===== config.mk =====
export PLATFORM = sky130hd
export DESIGN_NAME = oled_init_seq
export DESIGN_NICKNAME = d
export VERILOG_FILES = /design/src/rtl/oled_init_seq.sv
export SDC_FILE = /design/constraint.sdc
export NUM_CORES = 1
export LEC_CHECK = 0
export ABC_AREA = 1
export ABC_CLOCK_PERIOD_IN_PS = 5700
export CORE_MARGIN = 5
export CORE_UTILIZATION = 60
export CTS_CLUSTER_DIAMETER = 40
export DETAILED_ROUTE_END_ITERATION = 7
export GPL_ROUTABILITY_DRIVEN = 0
export PLACE_DENSITY_LB_ADDON = 0.3
export SKIP_CTS_REPAIR_TIMING = 1
export SLEW_MARGIN = 30
export SYNTH_ARGS = -nofsm -noshare
export SYNTH_HDL_FRONTEND = slang
export SYNTH_SLANG_ARGS = --single-unit
export TNS_END_PERCENT = 5

===== constraint.sdc =====
create_clock -name sys_clk_i -period 5.7 [get_ports sys_clk_i]
set_input_delay 1.14 -clock sys_clk_i [delete_from_list [all_inputs] [get_ports sys_clk_i]]
set_output_delay 1.14 -clock sys_clk_i [all_outputs]
set_load 0.1 [all_outputs]

===== src/rtl/oled_init_seq.sv =====
`timescale 1ns/1ps
// OLED power-up and initialisation sequencer.
// Runs the panel reset pulse (hold high, drive low, release), then writes a
// fixed register table to the downstream I2C master one command at a time.
// Failed writes (NACK or no completion within TIMEOUT) are retried up to
// RETRY_MAX attempts in total. The sequence ends in DONE or ERROR.
//
// Command handshake: the payload (cmd_slv_addr_o, cmd_reg_addr_o, cmd_data_o,
// cmd_rw_o, cmd_idx_o) is valid and held stable whenever cmd_valid_o=1; a
// transfer happens on every rising edge where cmd_valid_o & cmd_ready_i, and
// cmd_valid_o is low in the following cycle. cmd_valid_o never drops without
// a transfer, except on asynchronous reset.
module oled_init_seq #(
  parameter int unsigned DELAY     = 1500000,
  parameter int unsigned GAP       = 150,
  parameter int unsigned TIMEOUT   = 4000000,
  parameter int unsigned RETRY_MAX = 3,
  parameter int unsigned NUM_CMDS  = 4,
  parameter logic [6:0]  SLV_ADDR  = 7'b1010100
) (
  input  logic       sys_clk_i,
  input  logic       rst_n,
  input  logic       restart_i,
  output logic       oled_rst_o,
  output logic       cmd_valid_o,
  input  logic       cmd_ready_i,
  output logic [6:0] cmd_slv_addr_o,
  output logic [7:0] cmd_reg_addr_o,
  output logic [7:0] cmd_data_o,
  output logic       cmd_rw_o,
  input  logic       done_i,
  input  logic       ack_err_i,
  output logic [3:0] cmd_idx_o,
  output logic       init_done_o,
  output logic       init_err_o,
  output logic [2:0] dbg_state_o
);

  typedef enum logic [2:0] {
    S_PWR_WAIT  = 3'd0,
    S_RST_LOW   = 3'd1,
    S_RST_REL   = 3'd2,
    S_ISSUE     = 3'd3,
    S_WAIT_DONE = 3'd4,
    S_GAP       = 3'd5,
    S_DONE      = 3'd6,
    S_ERROR     = 3'd7
  } state_t;

  localparam logic [23:0] DLY_LAST  = 24'(DELAY - 1);
  localparam logic [23:0] GAP_LAST  = 24'(GAP - 1);
  localparam logic [23:0] TMO_LAST  = 24'(TIMEOUT - 1);
  localparam logic [3:0]  IDX_LAST  = 4'(NUM_CMDS - 1);
  localparam logic [2:0]  RETRY_LIM = 3'(RETRY_MAX);

  state_t      r_state;
  logic [23:0] r_cnt;        // shared by the reset phases and the inter-command gap
  logic [23:0] r_tmo;
  logic [1:0]  r_retry;
  logic [3:0]  r_idx;
  logic        r_oled_rst;
  logic        r_cmd_valid;
  logic [6:0]  r_slv_addr;
  logic [7:0]  r_reg_addr;
  logic [7:0]  r_data;
  logic        r_init_done;
  logic        r_init_err;

  logic [15:0] w_rom;
  logic [15:0] w_rom0;
  logic [2:0]  w_retry_nxt;
  logic        w_ok;
  logic        w_fail;

  // Register table: {register address, data}; unused entries write 0 to 0.
  function automatic logic [15:0] rom(input logic [3:0] idx);
    case (idx)
      4'd0:    rom = 16'h010B;
      4'd1:    rom = 16'h0200;
      4'd2:    rom = 16'h0310;
      4'd3:    rom = 16'h0401;
      default: rom = 16'h0000;
    endcase
  endfunction

  assign w_rom  = rom(r_idx);
  assign w_rom0 = rom(4'd0);

  // Attempt outcome in WAIT_DONE: a completion pulse wins over the timeout.
  assign w_retry_nxt = {1'b0, r_retry} + 3'd1;
  assign w_ok        = done_i & ~ack_err_i;
  assign w_fail      = done_i ? ack_err_i : (r_tmo == TMO_LAST);

  // Sequencer: reset pulse, command issue/retry, terminal states.
  always_ff @(posedge sys_clk_i or negedge rst_n) begin
    if (!rst_n) begin
      r_state     <= S_PWR_WAIT;
      r_cnt       <= '0;
      r_tmo       <= '0;
      r_retry     <= '0;
      r_idx       <= '0;
      r_oled_rst  <= 1'b1;
      r_cmd_valid <= 1'b0;
      r_slv_addr  <= '0;
      r_reg_addr  <= '0;
      r_data      <= '0;
      r_init_done <= 1'b0;
      r_init_err  <= 1'b0;
    end else begin
      case (r_state)
        S_PWR_WAIT: begin
          r_oled_rst <= 1'b1;
          if (r_cnt == DLY_LAST) begin
            r_cnt      <= '0;
            r_oled_rst <= 1'b0;
            r_state    <= S_RST_LOW;
          end else begin
            r_cnt <= r_cnt + 24'd1;
          end
        end
        S_RST_LOW: begin
          if (r_cnt == DLY_LAST) begin
            r_cnt      <= '0;
            r_oled_rst <= 1'b1;
            r_state    <= S_RST_REL;
          end else begin
            r_cnt <= r_cnt + 24'd1;
          end
        end
        S_RST_REL: begin
          if (r_cnt == DLY_LAST) begin
            r_cnt       <= '0;
            r_idx       <= '0;
            r_retry     <= '0;
            r_cmd_valid <= 1'b1;
            r_slv_addr  <= SLV_ADDR;
            r_reg_addr  <= w_rom0[15:8];
            r_data      <= w_rom0[7:0];
            r_state     <= S_ISSUE;
          end else begin
            r_cnt <= r_cnt + 24'd1;
          end
        end
        S_ISSUE: begin
          // Payload registers are untouched here, so they hold under backpressure.
          if (cmd_ready_i) begin
            r_cmd_valid <= 1'b0;
            r_tmo       <= '0;
            r_state     <= S_WAIT_DONE;
          end
        end
        S_WAIT_DONE: begin
          if (w_ok) begin
            if (r_idx == IDX_LAST) begin
              r_init_done <= 1'b1;
              r_state     <= S_DONE;
            end else begin
              r_idx   <= r_idx + 4'd1;
              r_retry <= '0;
              r_cnt   <= '0;
              r_state <= S_GAP;
            end
          end else if (w_fail) begin
            r_retry <= w_retry_nxt[1:0];
            if (w_retry_nxt == RETRY_LIM) begin
              r_init_err <= 1'b1;
              r_state    <= S_ERROR;
            end else begin
              r_cnt   <= '0;
              r_state <= S_GAP;
            end
          end else begin
            r_tmo <= r_tmo + 24'd1;
          end
        end
        S_GAP: begin
          if (r_cnt == GAP_LAST) begin
            r_cnt       <= '0;
            r_cmd_valid <= 1'b1;
            r_slv_addr  <= SLV_ADDR;
            r_reg_addr  <= w_rom[15:8];
            r_data      <= w_rom[7:0];
            r_state     <= S_ISSUE;
          end else begin
            r_cnt <= r_cnt + 24'd1;
          end
        end
        S_DONE, S_ERROR: begin
          r_oled_rst <= 1'b1;
          if (restart_i) begin
            r_init_done <= 1'b0;
            r_init_err  <= 1'b0;
            r_idx       <= '0;
            r_retry     <= '0;
            r_cnt       <= '0;
            r_tmo       <= '0;
            r_state     <= S_PWR_WAIT;
          end
        end
        default: begin
          r_state <= S_PWR_WAIT;
        end
      endcase
    end
  end

  assign oled_rst_o     = r_oled_rst;
  assign cmd_valid_o    = r_cmd_valid;
  assign cmd_slv_addr_o = r_slv_addr;
  assign cmd_reg_addr_o = r_reg_addr;
  assign cmd_data_o     = r_data;
  assign cmd_rw_o       = 1'b0;
  assign cmd_idx_o      = r_idx;
  assign init_done_o    = r_init_done;
  assign init_err_o     = r_init_err;
  assign dbg_state_o    = r_state;

endmodule


; ---- Yosys cells after proc, flatten, opt, wreduce, memory -nomap -nowiden
; Cells that the tools add are included.
[totals]
reg_bits = 84
latchBits = 0
ram_bits = 0
mem_bits_ro = 0
in_bits = 6
output_inout_bits = 35
word_cells = 128
mem_count = 0
[classes]
n_addsub = 4
mul = 0
n_div = 0
magnitude_cmp = 0
eq_ne = 30
shift = 0
mux = 59
bitwise_logic = 2
n_reduce_logical = 21
[ops]
columns = cell, count
row1 = $mux 24, 10
row2 = $pmux 24 s4, 1
row3 = $pmux 24 s3, 1
row4 = $add 24x1->24 const B, 2
row5 = $pmux 11 s4, 1
row6 = $mux 8, 4
row7 = $pmux 8 s2, 2
row8 = $ne 2x2->1 const B, 13
row9 = $reduce_and 5->1, 5
row10 = $eq 24x21->1 const B, 1
row11 = $eq 24x22->1 const B, 1
row12 = $eq 24x8->1 const B, 1
row13 = $mux 3, 8
row14 = $pmux 3 s7, 1
row15 = $mux 4, 4
row16 = $mux 2, 7
row17 = $mux 7, 2
row18 = $pmux 7 s2, 1
row19 = $eq 3x3->1 const B, 4
row20 = $pmux 4 s3, 1
row21 = $reduce_bool 3->1, 4
row22 = $mux 1, 11
row23 = $eq 3x2->1 const B, 3
row24 = $ne 3x3->1 const B, 3
row25 = other kinds (20), 25

; ---- Depth between registers and ports, before layout
; Gate-level depths: netlist of run 1.
[logic_depth]
ltp_word = 6
depth_mapped = 12
depth_no_buf = 11

; ---- Least setup slack after synthesis of run 1
; Ideal clock, no wire load.
[synth_path]
path_type = flip-flop to output port
start = register r_slv_addr[4] (netlist: cmd_slv_addr_o[4])
end = output port cmd_slv_addr_o[4]
arrival_time_ns = 1.356
required_time_ns = 4.560
slack_ns = 3.204
stages_incl_launch_ff = 2
n_path_buf = 1
path_cell_list = dfrtp_1 buf_4
[synth_lines]
columns = element, line_no
row1 = "start, declared", 63  ; logic [6:0] r_slv_addr;
row2 = "start signal, assigned", 104  ; r_slv_addr <= '0;
row3 = "start signal, assigned", 136  ; r_slv_addr <= SLV_ADDR;
row4 = "start signal, assigned", 180  ; r_slv_addr <= SLV_ADDR;
row5 = "end, declared", 27  ; output logic [6:0] cmd_slv_addr_o,
; No word-level cell between the ends.

; ---- Final worst setup path of run 1
[layout_path]
start = input port done_i
end = register r_cnt[2]
[layout_via]
elab_chain_cells = 3
word_cells_on_any_way = 8
classes_between = 3 x eq/ne / 3 x mux / 1 x bitwise / 1 x reduce/logical
[layout_rtl]
columns = element, line_no
row1 = "start, declared", 31  ; input logic done_i,
row2 = $and 1x1->1 or $mux 1 (tied branches), "91, 92"
row3 = $ne 3x3->1 (no source line) or $mux 24 (tied branches), n/a
row4 = $reduce_and 5->1 (no source line) or $pmux 24 s4 (tied branches), n/a
row5 = "end signal, assigned", 118  ; r_cnt <= r_cnt + 24'd1;
row6 = "end signal, assigned", 127  ; r_cnt <= r_cnt + 24'd1;
row7 = "end signal, assigned", 141  ; r_cnt <= r_cnt + 24'd1;
row8 = "end, declared", 57  ; logic [23:0] r_cnt;
; Several ways; a longest one is shown, not always the timed one.
; A chain may end at the register's enable or synchronous reset.

==> results by group, run 1 <==
Timing
  – Setup TNS: 0 ns
  – Fin. max-slew vios: 0
  – FMAX: 287 MHz
  – Final setup viols: 0
  – Worst Tran Pin Value: 0.988 ns
  – Fin. Hold Viols: 0
  – Max_slew headroom: 33.9%
  – RSZ-0062 raised after global routing: false
  – Final period utilization: 61.2%
  – Post-route minimum period: 3.49 ns
  – Final hold slack: 0.489 ns
  – Clk_skew: 0.0187 ns

Clocking
  – Clk_lat worst skew: 0.36 ns
  – Reg clk slew, reported paths: 0.08 ns
  – Total CTS buffers: 9
  – Clock Tree Buf Depth: 2
  – Clk sink count: 68
  – CTS tree: yes
  – CTS Root Cell: clkbuf_8
  – CTS H-tree lvls: 3

Critical path
  – Worst-path cell chain: clkdlybuf4s50_1 > inv_1 > nor2_1 > a21oi_1 > nand2_1 > nand2_1 > inv_2 > nand2_1 > inv_1 > o21ai_0
  – Worst Setup End Kind: register
  – Max incr delay on CP: 0.65 ns
  – Max Fanout on Critical Path: 21
  – WP data required: 5.90 ns
  – Critical Path AT: 3.69 ns
  – Critical path class: in -> reg
  – Most common cell on crit path: nand2_1
  – Crit start category: input pin
  – CP max stage cell: inv_1

Power and ir drop
  – Max VDD drop: 0.148 mV
  – Leak pwr: 2.53 nW
  – PwrDens: 182 nW/um2

Floorplan
  – Floorplan core area: 7810 um2
  – Die area: 9980 um2
  – Die height: 99.9 um
  – Top-level port count: 41
  – # rows: 32
  – Initial core utilization: 62.1%
  – DIE WIDTH: 99.9 um

Global routing
  – All-Layer GR Usage: 24.2%
  – Largest net degree at the start of global routing: 69
  – Vias in the first global route: 4249
  – Initial antenna violation count: 0
  – First-pass GRT wire length: 19800 um
  – Overflow after GRT: 0

Route
  – Total Wirelength: 11800 um
  – Met3 wire len: 897 um
  – Drt drc: 0
  – DR vias: 4731
  – First-pass detailed-route iteration total: 8
  – Via density: 5.46
  – WL met1: 5340 um
  – Top layer in use: met4
  – Met2 Routed Length: 5440 um
  – DR WL/cell: 13.6 um
  – Antenna Nets Post-Route: 0
  – Iter 0 DRT Violations: 337

Logic synthesis
  – Synth cell count leaders: nand2_1 (247), nor2_1 (106), nand3_1 (72), dfrtp_1 (67), inv_1 (66)
  – Asr flop ratio synth: 100%
  – Synth area leaders: dfrtp_1 (35%), nand2_1 (19%), nor2_1 (8.2%), nand3_1 (7.4%), inv_1 (5.1%)
  – Post-synthesis sequential area ratio: 35.1%
  – Post-synth EDFFs: 0
  – Area leader, netlist: dfrtp_1
  – Syn_area_per_cell: 6.54 um2
  – Flops & latches, synth: 68
  – Most frequent cell after synthesis: nand2_1
  – Area fraction of the dominant cell type after synthesis: 34.6%
  – Mapped Cells: 741
  – Post-Syn Area: 4850 um2
  – Netlist cell types: 34
  – Synthesis Warnings: 0
  – Synth Flop Type: dfrtp_1

Run status
  – Status: finished, final reports clean

Finish
  – Nets: 773
  – Share of cells above drive strength 1: 5.50%
  – Fillers: 693
  – Area grow syn2layout: 9.62%
  – Storage cell area: 1700 um2
  – Antenna diodes: 0
  – Multi-input gate area: 2710 um2
  – Fin area: 5320 um2

Place
  – DPL Wire Length: 8380 um
  – Placement Cell Area: 5080 um2
  – Number of port buffers: 26

Flow run
  – Max cap viols: 0

Min path
  – Min-Delay Path Class: reg -> reg
placed cells by master, fill, tap and decap left out, drive strengths merged, types with 2 or more instances in the layout:
master           n
nor3b            3
conb            14
clkbuf          11
dfrtp           67
clkdlybuf4s50   25
nand4           15
xor2            24
buf              4
o21ai           45
o211ai           6
ha               8
inv             71
nand3           72
nand2          251
a21oi            6
nor3            13
nor2           108
or2              3
xnor2            2
nand3b           4
clkinv           3
metrics by stage:
stage	setup WS [ns]	cells	total power, mW	util (%)
global route	1.99	866	0.995	68.1
global placement	2.02	849	0.550	65.0
finish	2.21	866	0.966	68.1
floorplan	3.20	754	0.544	-
detailed placement	1.90	849	0.551	65.0
CTS	2.23	865	0.967	67.7
sequential cells by signal (all words and copies together), names as in the netlist:
| name | flops |
|---|---|
| cmd_data_o | 3 |
| cmd_idx_o | 4 |
| cmd_reg_addr_o | 3 |
| cmd_slv_addr_o | 1 |
| cmd_valid_o | 1 |
| dbg_state_o | 3 |
| init_done_o | 1 |
| init_err_o | 1 |
| oled_rst_o | 1 |
| r_cnt | 24 |
| r_retry | 2 |
| r_tmo | 24 |
critical path: cells and delay by family:
kind | cells | cell delay, ns
buffers and inverters | 4 | 1.30
AND/OR/NAND/NOR | 4 | 0.94
AO/OA/AOI/OAI | 2 | 0.30
report_power, final:
part	internal, mW	leakage (nW)	switching (mW)	total [mW]
Clock	0.227	0.106	0.196	0.422
Sequential	0.483	0.893	0.000326	0.483
Combinational	0.00610	1.53	0.0546	0.0607
final cells by class:
class                      count  share of cell area [%]
tap                          102                    2.40
clock inverter                 5                    1.13
inverter                      71                    5.01
clock buffer                  11                    2.85
multi-input combinational    580                    51.0
sequential                    68                    32.0
timing repair buffer          29                    5.60
worst paths after layout:
path	endpoint	cells past startpoint	from	slack (ns)
setup reg to reg	r_cnt[3]$_DFFE_PN0P_	7	dbg_state_o[2]$_DFFE_PN0P_	2.30
setup / recovery	r_cnt[2]$_DFFE_PN0P_	10	done_i	2.21
min in group asynchronous	r_cnt[4]$_DFFE_PN0P_	2	rst_n	0.73
max in group asynchronous	r_tmo[13]$_DFFE_PN0P_	3	rst_n	4.43
hold / removal	init_done_o$_DFFE_PN0P_	2	init_done_o$_DFFE_PN0P_	0.49
hold reg to reg	init_done_o$_DFFE_PN0P_	2	init_done_o$_DFFE_PN0P_	0.49
routing by layer:
metal / vias to the layer above / global-route usage (%)
li1: 2367 / -
met1: 2171 / 34.4
met2: 185 / 37.2
met3: 8 / 4.59
met4: 0 / 8.30
met5: - / 0
cells by family (layout without fill, tap and decap cells):
| group | after synthesis | count (layout) | share of synthesized area, % |
|---|---|---|---|
| XOR/XNOR | 26 | 26 | 4.70 |
| adder cells (fa/ha/maj) | 8 | 8 | 2.06 |
| buffers and inverters | 106 | 116 | 10.1 |
| flip-flops | 68 | 68 | 35.1 |
| other | 1 | 14 | 0.0773 |
| multiplexers | 1 | 1 | 0.206 |
| AO/OA/AOI/OAI | 62 | 62 | 7.25 |
| AND/OR/NAND/NOR | 469 | 469 | 40.5 |
Note: power is estimated with default switching activity, not from simulation.
==> run 2: changes to the inputs <==
- ABC_CLOCK_PERIOD_IN_PS: 5700 -> 3290
- CORE_UTILIZATION: 60 -> 59
- clock period: 5.7 -> 3.29 ns (I/O delays scaled with it)
==> run 2 against run 1 <==
  * Cell area down 1.1%
  * Flip-flop and latch count did not move
  * Via count increased by 0.51%
  * Critical path type is now reg -> reg
  * Highest routed layer unchanged
  * Wire length fell by 1.2%
  * Register-to-register slack got worse by 1.7 ns
  * Worst setup slack worse by 1.6 ns
  * Global-route usage down 0.12 points
  * Utilization shrank 3.1 points
  * Critical path depth fell by 3
  * Clock-buffer cell count is 1 lower
  * Clock skew is 0.0037 ns lower
==> results by group, run 2 (synthesized netlist as in run 1, its figures left out) <==
Place
  – Placed insts: 856 (was 849)
  – Pre-CTS setup slack: 0.422 ns (was 1.90 ns)
  – Number of port buffers: 26 (unchanged)
  – DPL Wire Length: 8600 um (was 8380 um)

Finish
  – Final Core Density: 65.0% (was 68.1%)
  – Post-Layout Cell Count: 872 (was 866)
  – Antenna diodes: 0 (unchanged)
  – Storage cell area: 1700 um2 (unchanged)
  – Share of cells above drive strength 1: 8.60% (was 5.50%)
  – Commonest cells after routing, fill and taps aside: nand2_1 (247), nor2_1 (106), nand3_1 (72) (unchanged)
  – Multi-input gate area: 2710 um2 (unchanged)
  – Most common cell after layout, fill and taps aside: nand2_1 (unchanged)
  – Fillers: 717 (was 693)
  – Nets: 776 (was 773)
  – Area grow syn2layout: 8.46% (was 9.62%)

Global routing
  – First-pass GRT wire length: 20000 um (was 19800 um)
  – Overflow after GRT: 0 (unchanged)
  – Initial antenna violation count: 0 (unchanged)
  – Vias in the first global route: 4377 (was 4249)
  – All-Layer GR Usage: 24.1% (was 24.2%)
  – Largest net degree at the start of global routing: 44 (was 69)

Route
  – First-pass detailed-route iteration total: 8 (unchanged)
  – Total Wirelength: 11700 um (was 11800 um)
  – DR vias: 4755 (was 4731)
  – DR WL/cell: 13.4 um (was 13.6 um)
  – Drt drc: 0 (unchanged)
  – Via density: 5.45 (was 5.46)
  – Antenna Nets Post-Route: 0 (unchanged)
  – Iter 0 DRT Violations: 376 (was 337)

Run status
  – Status: finished, final reports clean (unchanged)

Timing
  – Clk_skew: 0.0150 ns (was 0.0187 ns)
  – Final setup viols: 0 (unchanged)
  – Worst Tran Pin Value: 0.596 ns (was 0.988 ns)
  – Fin. max-slew vios: 0 (unchanged)
  – Fin. Hold Viols: 0 (unchanged)
  – FMAX: 370 MHz
  – Final worst slack: 0.585 ns (was 2.21 ns)
  – Max_slew headroom: 60.2% (was 33.9%)
  – Final period utilization: 82.2%
  – RSZ-0062 raised after global routing: false (unchanged)
  – Setup TNS: 0 ns (unchanged)
  – Post-route minimum period: 2.71 ns

Floorplan
  – # rows: 33 (was 32)
  – DIE WIDTH: 101 um (was 99.9 um)
  – Die area: 10100 um2 (was 9980 um2)
  – Die height: 101 um (was 99.9 um)
  – Floorplan core area: 8090 um2 (was 7810 um2)
  – Top-level port count: 41 (unchanged)
  – Initial core utilization: 59.9% (was 62.1%)

Power and ir drop
  – PwrDens: 313 nW/um2 (was 182 nW/um2)
  – Max VDD drop: 0.237 mV (was 0.148 mV)
  – Leak pwr: 2.56 nW (was 2.53 nW)
  – Overall power: 1.65 mW (was 0.966 mW)

Clocking
  – CTS Root Cell: clkbuf_8 (unchanged)
  – Clk_lat worst skew: 0.35 ns (was 0.36 ns)
  – Reg clk slew, reported paths: 0.08 ns (about the same)
  – Total CTS buffers: 9 (unchanged)
  – CTS tree: yes (unchanged)
  – Clk sink count: 68 (unchanged)
  – Clock Tree Buf Depth: 2 (unchanged)
  – CTS H-tree lvls: 3 (unchanged)

Flow run
  – Max cap viols: 0 (unchanged)

Critical path
  – Worst Setup End Kind: register (unchanged)
  – Critical Path AT: 2.91 ns (was 3.69 ns)
  – Register-to-register setup slack: 0.58 ns (was 2.30 ns)
  – Setup crit end: r_cnt[3]$_DFFE_PN0P_ (was r_cnt[2]$_DFFE_PN0P_)
  – Critical path class: reg -> reg (was in -> reg)
  – Max Fanout on Critical Path: 21 (unchanged)
  – Crit start category: register (was input pin)
  – Register-to-Register Path Depth: 7 (unchanged)
  – Worst Setup SP: dbg_state_o[2]$_DFFE_PN0P_ (was done_i)
  – Critical R2R Launch: dbg_state_o[2]$_DFFE_PN0P_ (unchanged)
  – FF-to-FF End: r_cnt[3]$_DFFE_PN0P_ (unchanged)
  – WP data required: 3.50 ns (was 5.90 ns)

Min path
  – Min-Delay Path Class: in -> async (was reg -> reg)
==> run 2: layout make-up <==
cell class	instances	share of cell area, %
clock buffer	10	2.62
clock inverter	6	1.21
inverter	71	5.07
multi-input combinational	580	51.5
sequential	68	32.4
tap	105	2.50
timing repair buffer	32	4.71
==> run 2: worst min path at each step <==
stage	end	slack, ns	cells past startpoint
finish	r_cnt[4]$_DFFE_PN0P_	0.29	2
global route	r_cnt[5]$_DFFE_PN0P_	0.34	2
CTS	r_cnt[5]$_DFFE_PN0P_	0.31	2
detailed placement	cmd_data_o[0]$_DFFE_PN0P_	0.47	2
global placement	cmd_valid_o$_DFFE_PN0P_	0.46	2
floorplan	cmd_data_o[0]$_DFFE_PN0P_	0.36	0
==> run 2: per-layer routing <==
metal / track usage, % / wire [um] / vias up
met4: 8.60 / 264 / 0
li1: - / - / 2369
met3: 2.91 / 878 / 31
met5: 0 / 0 / -
met1: 33.4 / 5170 / 2164
met2: 39.0 / 5350 / 191
==> run 2: report_power, final <==
group	internal, mW	total (mW)	switching (mW)
logic	0.00775	0.102	0.0939
clock network	0.369	0.708	0.339
registers	0.836	0.836	0.000692
==> run 2: critical path, stage by stage (launching register included) <==
cell	delay (ns)
dfrtp_1	0.71
nand2_2	0.36
inv_2	0.34
nand3_1	0.42
nand2_1	0.20
inv_1	0.28
nand2_1	0.15
o21ai_0	0.09
==> run 2: stage by stage <==
step,instance area (um2),hold slack (ns)
6_report,5260,0.295
5_1_grt,5260,0.339
4_1_cts,5260,0.310
3_5_place_dp,5060,0.466
3_3_place_gp,5060,0.458
2_1_floorplan,4900,0.362
==> run 3: changes to the inputs <==
- ABC_CLOCK_PERIOD_IN_PS: 3290 -> 2500
- clock period: 3.29 -> 2.5 ns (I/O delays scaled with it)
==> run 3 against run 2 <==
  * Clock skew grew 0.0017 ns
  * Cell count grew 1.0%
  * Flip-flop and latch count is the same
  * Wire length grew 3.7%
  * Total power grew 45%
  * First-iteration DRC count grew 2.9%
  * Register-to-register slack lost 0.41 ns
  * Maximum frequency grew 17%
  * Combinational power grew 34%
  * Die area is the same
  * Via count grew 2.8%
==> results by group, run 3 (synthesized netlist as in run 1, its figures left out) <==
Run status
  – Status: finished, final reports clean (unchanged)

Power and ir drop
  – Leak pwr: 2.63 nW (was 2.56 nW)
  – Clock share of power: 48.1% (was 43.0%)
  – PwrDens: 442 nW/um2 (was 313 nW/um2)
  – NetSw: 0.583 mW (was 0.434 mW)
  – Sw frac: 24.4% (was 26.3%)
  – Seq pwr share: 46.1% (was 50.8%)
  – Combinational cell fraction of total power: 5.7% (was 6.2%)
  – Max VDD drop: 0.263 mV (was 0.237 mV)
  – Overall power: 2.39 mW (was 1.65 mW)
  – P_int: 1.80 mW (was 1.21 mW)

Finish
  – Commonest cells after routing, fill and taps aside: nand2_1 (247), nor2_1 (106), nand3_1 (72) (unchanged)
  – Final Core Density: 66.7% (was 65.0%)
  – Share of cells above drive strength 1: 9.79% (was 8.60%)
  – Antenna diodes: 0 (unchanged)
  – Area grow syn2layout: 11.3% (was 8.46%)
  – Nets: 785 (was 776)
  – Most common cell after layout, fill and taps aside: nand2_1 (unchanged)

Global routing
  – Largest net degree at the start of global routing: 46 (was 44)
  – All-Layer GR Usage: 24.8% (was 24.1%)
  – Vias in the first global route: 4551 (was 4377)
  – Initial antenna violation count: 0 (unchanged)
  – First-pass GRT wire length: 20500 um (was 20000 um)
  – Overflow after GRT: 0 (unchanged)

Place
  – DPL Wire Length: 8840 um (was 8600 um)
  – Pre-CTS setup slack: 0.0455 ns (was 0.422 ns)
  – Number of port buffers: 26 (unchanged)

Critical path
  – CP max stage cell: dfrtp_1 (unchanged)
  – WP data required: 2.76 ns (was 3.50 ns)
  – Max Fanout on Critical Path: 18 (was 21)
  – Crit start category: register (unchanged)
  – Critical Path AT: 2.58 ns (was 2.91 ns)
  – Max incr delay on CP: 0.48 ns (was 0.71 ns)
  – Critical path class: reg -> reg (unchanged)
  – Worst-path cell chain: nor2_1 > nand2_4 > inv_4 > nand3_1 > nand2_1 > clkinvlp_4 > o22ai_1 (was nand2_2 > inv_2 > nand3_1 > nand2_1 > inv_1 > nand2_1 > o21ai_0)
  – Worst Setup End Kind: register (unchanged)

Floorplan
  – Initial core utilization: 59.9% (unchanged)
  – # rows: 33 (unchanged)
  – Floorplan core area: 8090 um2 (unchanged)
  – DIE WIDTH: 101 um (unchanged)
  – Die height: 101 um (unchanged)
  – Top-level port count: 41 (unchanged)
  – Die area: 10100 um2 (unchanged)

Route
  – Total Wirelength: 12100 um (was 11700 um)
  – Iter 0 DRT Violations: 387 (was 376)
  – Drt drc: 0 (unchanged)
  – DR WL/cell: 13.7 um (was 13.4 um)
  – DR vias: 4889 (was 4755)
  – First-pass detailed-route iteration total: 6 (was 8)
  – Antenna Nets Post-Route: 0 (unchanged)
  – Via density: 5.55 (was 5.45)

Timing
  – Final setup viols: 0 (unchanged)
  – FMAX: 431 MHz (was 370 MHz)
  – Clk_skew: 0.0167 ns (was 0.0150 ns)
  – Max_slew headroom: 61.7% (was 60.2%)
  – Worst Tran Pin Value: 0.574 ns (was 0.596 ns)
  – Fin. max-slew vios: 0 (unchanged)
  – Setup TNS: 0 ns (unchanged)
  – Fin. Hold Viols: 0 (unchanged)
  – Post-route minimum period: 2.32 ns (was 2.71 ns)
  – Final worst slack: 0.180 ns (was 0.585 ns)
  – Final period utilization: 92.8% (was 82.2%)

Clocking
  – Total CTS buffers: 9 (unchanged)
  – Clk sink count: 68 (unchanged)
  – Reg clk slew, reported paths: 0.08 ns (about the same)
  – CTS tree: yes (unchanged)
  – Clk_lat worst skew: 0.35 ns (about the same)
  – Clock Tree Buf Depth: 2 (unchanged)
  – CTS H-tree lvls: 3 (unchanged)
  – CTS Root Cell: clkbuf_8 (unchanged)

Flow run
  – Max cap viols: 0 (unchanged)

Min path
  – Min-Delay Path Class: in -> async (unchanged)
-- run 3: per-stage QoR --
stage / std cells / area (um2) / hold WS [ns]
after floorplan: 754 / 4900 / 0.204
after global placement: 864 / 5130 / 0.459
after detailed placement: 864 / 5130 / 0.460
after CTS: 880 / 5380 / 0.160
after global routing: 881 / 5400 / 0.192
final: 881 / 5400 / 0.135
-- run 3: final timing paths --
path                       slack, ns  cells past startpoint                     startpoint                             to
setup / recovery                0.18                      7     dbg_state_o[1]$_DFFE_PN0P_           r_cnt[1]$_DFFE_PN0P_
hold / removal                  0.13                      1                          rst_n           r_cnt[5]$_DFFE_PN0P_
setup reg to reg                0.18                      7     dbg_state_o[1]$_DFFE_PN0P_           r_cnt[1]$_DFFE_PN0P_
hold reg to reg                 0.48                      2  cmd_reg_addr_o[0]$_DFFE_PN0P_  cmd_reg_addr_o[0]$_DFFE_PN0P_
max in group asynchronous       1.67                      2                          rst_n         oled_rst_o$_DFFE_PN1P_
min in group sys_clk_i          0.48                      2  cmd_reg_addr_o[0]$_DFFE_PN0P_  cmd_reg_addr_o[0]$_DFFE_PN0P_
-- run 3: area by class of cell --
cell class | instances | area, um2
Multi-Input combinational cell | 580 | 2720
Fill cell | 693 | 2690
Timing Repair Buffer | 40 | 320
Inverter | 71 | 273
Clock buffer | 10 | 138
Tap cell | 105 | 131
Clock inverter | 6 | 111
Sequential cell | 68 | 1700
Timing Repair inverter | 1 | 7.51
-- run 3: worst max-delay path, delay by kind of cell (launching register included) --
kind,cells,cell delay (ns)
AOI/OAI and AO/OA,1,0.26
buffers and inverters,2,0.51
DFF,1,0.48
and+or+nand+nor,4,0.97
-- run 3: routing by layer --
| layer | up-vias | track usage, % | routed length, um |
|---|---|---|---|
| met2 | 224 | 41.3 | 5690 |
| met3 | 35 | 3.18 | 982 |
| met4 | 0 | 9.64 | 260 |
| met5 | - | 0 | 0 |
| met1 | 2243 | 32.7 | 5160 |
| li1 | 2387 | - | - |
-- run 3: power by group through the flow --
stage	Sequential, mW	Clock (mW)	Combinational, mW
finish	1.10	1.15	0.137
global route	1.10	1.20	0.145
detailed placement	1.12	0	0.138
CTS	1.10	1.15	0.138
global placement	1.12	0	0.137
floorplan	1.13	0	0.111
